[src/rtl/apb_tx_dp.sv]
// apb_tx_dp: UART transmit datapath.
// Holds the current bit index for the upstream control stage. Generates the
// per-bit baud strobe from a latched divisor, shifts the latched payload onto
// txd, and reports frame progress (busy/done).
module apb_tx_dp #(
   parameter int DIV_W = 16
) (
   input  logic             clk,
   input  logic             rstn,
   input  logic [9:0]       tx_data,
   input  logic [DIV_W-1:0] divisor,
   input  logic             tx_en,
   input  logic             start_bit,
   input  logic             end_bit,
   input  logic [9:0]       data_bit,
   input  logic [9:0]       bit_cntn,
   output logic [9:0]       bit_cnto,
   output logic             baud_clk,
   output logic             txd,
   output logic             busy,
   output logic             done
);

   typedef enum logic [1:0] {
      S_IDLE = 2'd0,
      S_SEND = 2'd1,
      S_HOLD = 2'd2
   } state_t;

   state_t           r_state;
   logic [9:0]       r_bit_cnt;
   logic [9:0]       r_payload;
   logic [DIV_W-1:0] r_div;
   logic [DIV_W-1:0] r_baud_cnt;
   logic             r_txd;
   logic             r_done;

   logic [DIV_W-1:0] w_div_last;
   logic             w_baud;
   logic             w_txd_nxt;

   // Terminal count is div_eff-1; divisors 0 and 1 both give 0, so the
   // strobe fires every SEND cycle.
   assign w_div_last = (r_div == '0) ? '0 : (r_div - DIV_W'(1));

   // The strobe depends only on registered state, so input changes cannot
   // glitch it.
   assign w_baud = (r_state == S_SEND) && (r_baud_cnt == w_div_last);

   // Next serial line value, in priority order: idle/abort high, start low,
   // stop high, then the selected payload bit. Out-of-range indices idle high.
   always_comb begin
      // NOTE: assign the default first so every path writes the signal; a
      // missing branch would otherwise infer a latch.
      w_txd_nxt = 1'b1;
      if ((r_state == S_SEND) && tx_en) begin
         if (start_bit) begin
            w_txd_nxt = 1'b0;
         end else if (end_bit) begin
            w_txd_nxt = 1'b1;
         end else if (data_bit <= 10'd9) begin
            w_txd_nxt = r_payload[data_bit[3:0]];
         end
      end
   end

   // Register the next bit index from control so control sees it as current.
   always_ff @(posedge clk) begin
      // NOTE: sequential state uses non-blocking assignments, so every
      // register samples the values from before the edge.
      if (!rstn) begin
         r_bit_cnt <= '0;
      end else begin
         r_bit_cnt <= bit_cntn;
      end
   end

   // Baud counter: runs only in SEND, wraps at div_eff-1, and is held at zero
   // otherwise. This makes every frame start on a full bit period.
   always_ff @(posedge clk) begin
      if (!rstn) begin
         r_baud_cnt <= '0;
      end else if (r_state != S_SEND) begin
         r_baud_cnt <= '0;
      end else if (w_baud) begin
         r_baud_cnt <= '0;
      end else begin
         r_baud_cnt <= r_baud_cnt + DIV_W'(1);
      end
   end

   // Frame FSM with registered txd/done. The shadow payload and divisor are
   // captured when the frame starts, so register writes mid-frame are ignored.
   always_ff @(posedge clk) begin
      if (!rstn) begin
         r_state   <= S_IDLE;
         r_txd     <= 1'b1;
         r_done    <= 1'b0;
         // NOTE: the shadow registers are reset with the control state even
         // though they are reloaded before use. This keeps the datapath free
         // of X after reset.
         r_payload <= '0;
         r_div     <= '0;
      end else begin
         r_txd  <= w_txd_nxt;
         r_done <= 1'b0;
         case (r_state)
            S_IDLE: begin
               if (tx_en) begin
                  r_payload <= tx_data;
                  r_div     <= divisor;
                  r_state   <= S_SEND;
               end
            end
            S_SEND: begin
               // Dropping tx_en aborts the frame, even on the final strobe.
               if (!tx_en) begin
                  r_state <= S_IDLE;
               end else if (end_bit && w_baud) begin
                  r_done  <= 1'b1;
                  r_state <= S_HOLD;
               end
            end
            S_HOLD: begin
               if (!tx_en) begin
                  r_state <= S_IDLE;
               end
            end
            default: begin
               r_state <= S_IDLE;
            end
         endcase
      end
   end

   assign bit_cnto = r_bit_cnt;
   assign baud_clk = w_baud;
   assign txd      = r_txd;
   assign busy     = (r_state == S_SEND);
   assign done     = r_done;

endmodule

[config.mk]
export PLATFORM = sky130hd
export DESIGN_NAME = apb_tx_dp
export DESIGN_NICKNAME = d
export VERILOG_FILES = /design/src/rtl/apb_tx_dp.sv
export SDC_FILE = /design/constraint.sdc
export NUM_CORES = 1
export LEC_CHECK = 0
export ABC_AREA = 1
export CAP_MARGIN = 0
export CORE_UTILIZATION = 57
export CTS_BUF_LIST = sky130_fd_sc_hd__clkbuf_4 sky130_fd_sc_hd__clkbuf_8
export CTS_CLUSTER_SIZE = 12
export DETAILED_ROUTE_END_ITERATION = 7
export PLACE_DENSITY = 0.88
export SYNTH_ARGS = -nofsm -noshare
export SYNTH_HDL_FRONTEND = slang
export SYNTH_SLANG_ARGS = --single-unit
[constraint.sdc]
create_clock -name clk -period 5.9 [get_ports clk]
set_input_delay 0.59 -clock clk [delete_from_list [all_inputs] [get_ports clk]]
set_output_delay 0.59 -clock clk [all_outputs]
set_load 0.005 [all_outputs]
After elaboration in Yosys (flattened, before gate mapping)
Cells that the tools add are included.
{"block": "classes", "addsub": 2, "order_cmp": 2, "eq_ne": 7, "muxes": 12, "n_bitwise": 1, "reduce_logical": 10}
{"op": "$add 16x1->16 const B", "count": 1}
{"op": "$eq 16x16->1", "count": 1}
{"op": "$logic_not 16->1", "count": 1}
{"op": "$mux 16", "count": 1}
{"op": "$sub 16x1->16 const B", "count": 1}
{"op": "$le 10x4->1 const B", "count": 1}
{"op": "$mux 2", "count": 4}
{"op": "$pmux 2 s3", "count": 1}
{"op": "$reduce_and 3->1", "count": 2}
{"op": "$lt 4x5->1 const B", "count": 1}
{"op": "$mux 1", "count": 5}
{"op": "$bmux 1 s4", "count": 1}
{"op": "$ne 2x2->1 const B", "count": 2}
{"op": "$reduce_and 2->1", "count": 2}
{"op": "$logic_and 1x1->1", "count": 3}
{"op": "$ne 3x2->1 const B", "count": 1}
{"op": "$reduce_or 3->1", "count": 1}
{"op": "$eq 2x1->1 const B", "count": 1}
{"op": "$eq 2x2->1 const B", "count": 1}
{"op": "$logic_not 2->1", "count": 1}
{"op": "$ne 2x1->1 const B", "count": 1}
{"op": "$not 1->1", "count": 1}
{"block": "totals", "reg_bits": 56, "inputBits": 51, "wordCells": 41}

Logic depth before layout (Yosys ltp)
{"block": "logic_depth", "depth_word": 8, "depth_mapped": 17, "depth_no_buf": 16}

Worst setup path before layout
OpenSTA, ideal clock, no wires.
{"block": "synth_path", "path_kind": "register to output", "startpoint": "register r_div[0]", "endpoint": "output port baud_clk", "arrival_time_ps": 1756, "required_time_ps": 5310, "setup_slack_ps": 3554, "path_stages_with_launch": 15, "cell_sequence": "dfxtp_1 -> clkinv_1 -> ha_1 -> nand2_2 -> nor2_2 -> nand2_4 -> buf_6 -> nand2_1 -> a21oi_1 -> nand2_1 -> nor2_1 -> nand3_1 -> nor2_2 -> nand2_2 -> inv_1"}
{"block": "synth_via", "elab_chain_len": 4}
{"element": "start, declared", "line_no": "33", "text": "logic [DIV_W-1:0] r_div;"}
{"element": "start signal, assigned", "line_no": "111", "text": "r_div <= divisor;"}
{"element": "$sub 16x1->16 / $logic_not 16->1 (equally long branches)", "line_no": "44", "text": "assign w_div_last = (r_div == '0) ? '0 : (r_div - DIV_W'(1));"}
{"element": "$mux 16 *", "line_no": "44"}
{"element": "$eq 16x16->1 *", "line_no": "48", "text": "assign w_baud = (r_state == S_SEND) && (r_baud_cnt == w_div_last);"}
{"element": "$logic_and 1x1->1 *", "line_no": "48"}
{"element": "end, declared", "line_no": "18", "text": "output logic baud_clk,"}
Mark *: on every way between the ends. The rest lies on a longest branch, timed or not.

Worst setup path in the final report
Ends and elaborated chain as after synthesis.

==> results.yml <==
drt:
  drc_errors: 0
  ant_nets: 0
  vias_per_cell: 5.21
  vias: 3113
  wirelength_um: 7120
  drt_iter0_markers: 191
  post_drt_wl_per_cell_um: 11.9
  drtPass1Iterations: 5
global_routing:
  grt_max_degree: 43
  grt_pass1_wl_um: 11800
  grt_usage_pct: 26.8
  antenna_found_initial: 0
  grt_pass1_vias: 2851
  grt-ovfl-total: 0
clock_tree:
  cts_hold_buf: 0
  h-tree-depth: 2
  cts_tree: "built"
  cts.reportedPaths.clkPinSlew_ps: 110
  clk_path_buf_depth: 2
  cts_buffers: 5
  clk_latency_ps: 320
  cts.sinks: 56
  cts-root-buf: "clkbuf_8"
  cts_resized: 0
  postCtsSetupBuffers: 0
final_layout:
  diodes: 0
  layout-drive-gt1-share_pct: 6.07
  layout_commonest_cell: "nand2_1"
  nets: 579
  layout_common_cells: "102 x nand2_1, 69 x inv_1, 65 x nor2_1"
  instances_no_fill: 597
  syn2layout_area_growth_pct: 24.2
timing:
  tns_ps: 0
  rsz0062_at_grt: "no"
  slew_violations: 0
  period_share_pct: 60.4
  fmax_mhz: 281
  slew_headroom_pct: 28.6
  worstMarginPinSlew_ps: 1070
  holdWs_ps: 473
  setup_viol_count_final: 0
  clock_skew_ps: 12.5
  hold_viol: 0
  min_period_ps: 3560
synth:
  syn_inst: 467
  ys_warn_count: 0
  synth_area_um2: 3070
  synth_nets: 520
  ys_ff_latch: 56
  synthDistinctLibCells: 27
  avgSynthCellArea_um2: 6.57
  yosysSeqAreaShare_pct: 36.5
power_and_ir_drop:
  switching_share_pct: 31.5
  ir_drop_mv: 0.149
  p_clk_share_pct: 26.3
  p_per_area_nw_per_um2: 222
  pwr-share-comb_pct: 24.9
  p_switching_mw: 0.266
  power.total_mw: 0.846
  p_int_mw: 0.580
  p_seq_share_pct: 48.8
  p_leak_nw: 1.70
die:
  die_area_um2: 5680
  io_pins: 65
  die_x_um: 75.4
  fp-row-count: 26
  core_um2: 5140
  die_h_um: 75.4
  start_util_pct: 59.7
worst_setup_path:
  crit_path_end_kind: "output pin"
  crit_slowest_cell: "clkdlybuf4s50_1"
  path_cells: "clkinv_1 -> ha_1 -> nand2_2 -> nor2_2 -> nand2_4 -> nand2_1 -> a21oi_1 -> nand2_1 -> nor2_1 -> nand3_1 -> nor2_2 -> nand2_2 -> inv_1 -> clkdlybuf4s50_1"
  cp_max_fo: 32
  worst_path_largest_cell_delay_ps: 480
  crit_arrival_ps: 2970
  required_ps: 5310
  crit_start: "r_div[0]$_SDFFE_PN0P_"
  crit_type: "register to output pin"
  r2r-start: "r_div[0]$_SDFFE_PN0P_"
  worst_setup_path_start_kind: "register"
placed_design:
  hpwl_um: 5510
  dpl.cell_count: 589
  port_buffers: 64
  gp_congestion: 0.903
flow_run:
  cap_violations: 0
run_status:
  status: "completed"
hold_path:
  hp-class: "register to register"
  hold_start: "r_payload[7]$_SDFFE_PN0P_"
## logic make-up after synthesis
family	after synthesis	synth area share [%]
AO/OA/AOI/OAI	54	9.14
AND/OR/NAND/NOR	257	37.8
XOR/XNOR	15	4.28
flip-flops	56	36.5
adder cells (fa/ha/maj)	2	0.816
buffers and inverters	83	11.4
## synth_stat cells
library cell	number	share of area, %
nor3_1	6	0.98
and3_1	1	0.20
xnor2_1	1	0.29
clkbuf_1	7	0.86
nor2_1	65	8.0
nand3_2	1	0.33
a21oi_1	19	3.1
buf_12	1	0.65
nand2_2	2	0.41
nand2_1	102	12
a22oi_1	1	0.24
xor2_1	14	4.0
nand4_1	16	3.3
buf_6	3	1.1
ha_1	2	0.82
and2_1	1	0.20
nor4_1	2	0.41
clkinv_1	1	0.12
nor2_4	3	1.1
dfxtp_1	56	37
o21ai_0	32	5.2
a221oi_1	2	0.57
inv_1	69	8.4
nor2_2	15	3.1
nand2_4	2	0.73
nand3_1	41	6.7
buf_1	2	0.24
## state kept, by name, summed over array words and instances (netlist names)
signal      cells
r_baud_cnt     16
bit_cnto       10
txd             1
done            1
r_payload      10
r_state         2
r_div          16
## worst max-delay path: cells and delay by family (launching register included)
family	cells	cell delay (ps)
adders and majority gates	1	340
and+or+nand+nor	9	1060
DFF	1	350
AOI/OAI and AO/OA	1	140
buffers and inverters	3	740
## metal layers
metal / share of wire [%] / global-route usage (%)
met1: 43 / 32.7
met2: 48 / 46.8
met3: 7.6 / 6.35
met4: 1.5 / 8.44
met5: 0 / 0
## per-stage QoR
step	utilization (%)	cell area [um2]	setup slack, ps
after floorplan	-	3070	3550
after detailed placement	72.3	3720	2750
after global routing	74.1	3810	2080
after CTS	74.1	3810	2400
after global placement	72.3	3720	2900
final	74.1	3810	2340
## final cells by class
cell class	instances	area, um2
clock buffer	6	76.3
clock inverter	2	17.5
fill	435	1330
inverter	70	263
multi-input combinational	328	1600
sequential	56	1120
tap	70	87.6
timing repair buffer	65	648
## worst paths after layout
kind / to / slack (ps) / cells past startpoint
max: baud_clk / 2340 / 14
min: r_payload[7]$_SDFFE_PN0P_ / 470 / 2
max reg2reg: r_baud_cnt[7]$_SDFF_PP0_ / 3380 / 14
min reg2reg: r_payload[7]$_SDFFE_PN0P_ / 470 / 2
## power by group through the flow
stage | Sequential (mW) | Clock, mW | Combinational (mW)
after floorplan | 0.418 | 0 | 0.140
after global placement | 0.420 | 0 | 0.202
after detailed placement | 0.421 | 0 | 0.208
after CTS | 0.412 | 0.225 | 0.209
after global routing | 0.414 | 0.241 | 0.239
final | 0.413 | 0.222 | 0.211
(Power assumes the default switching activity.)
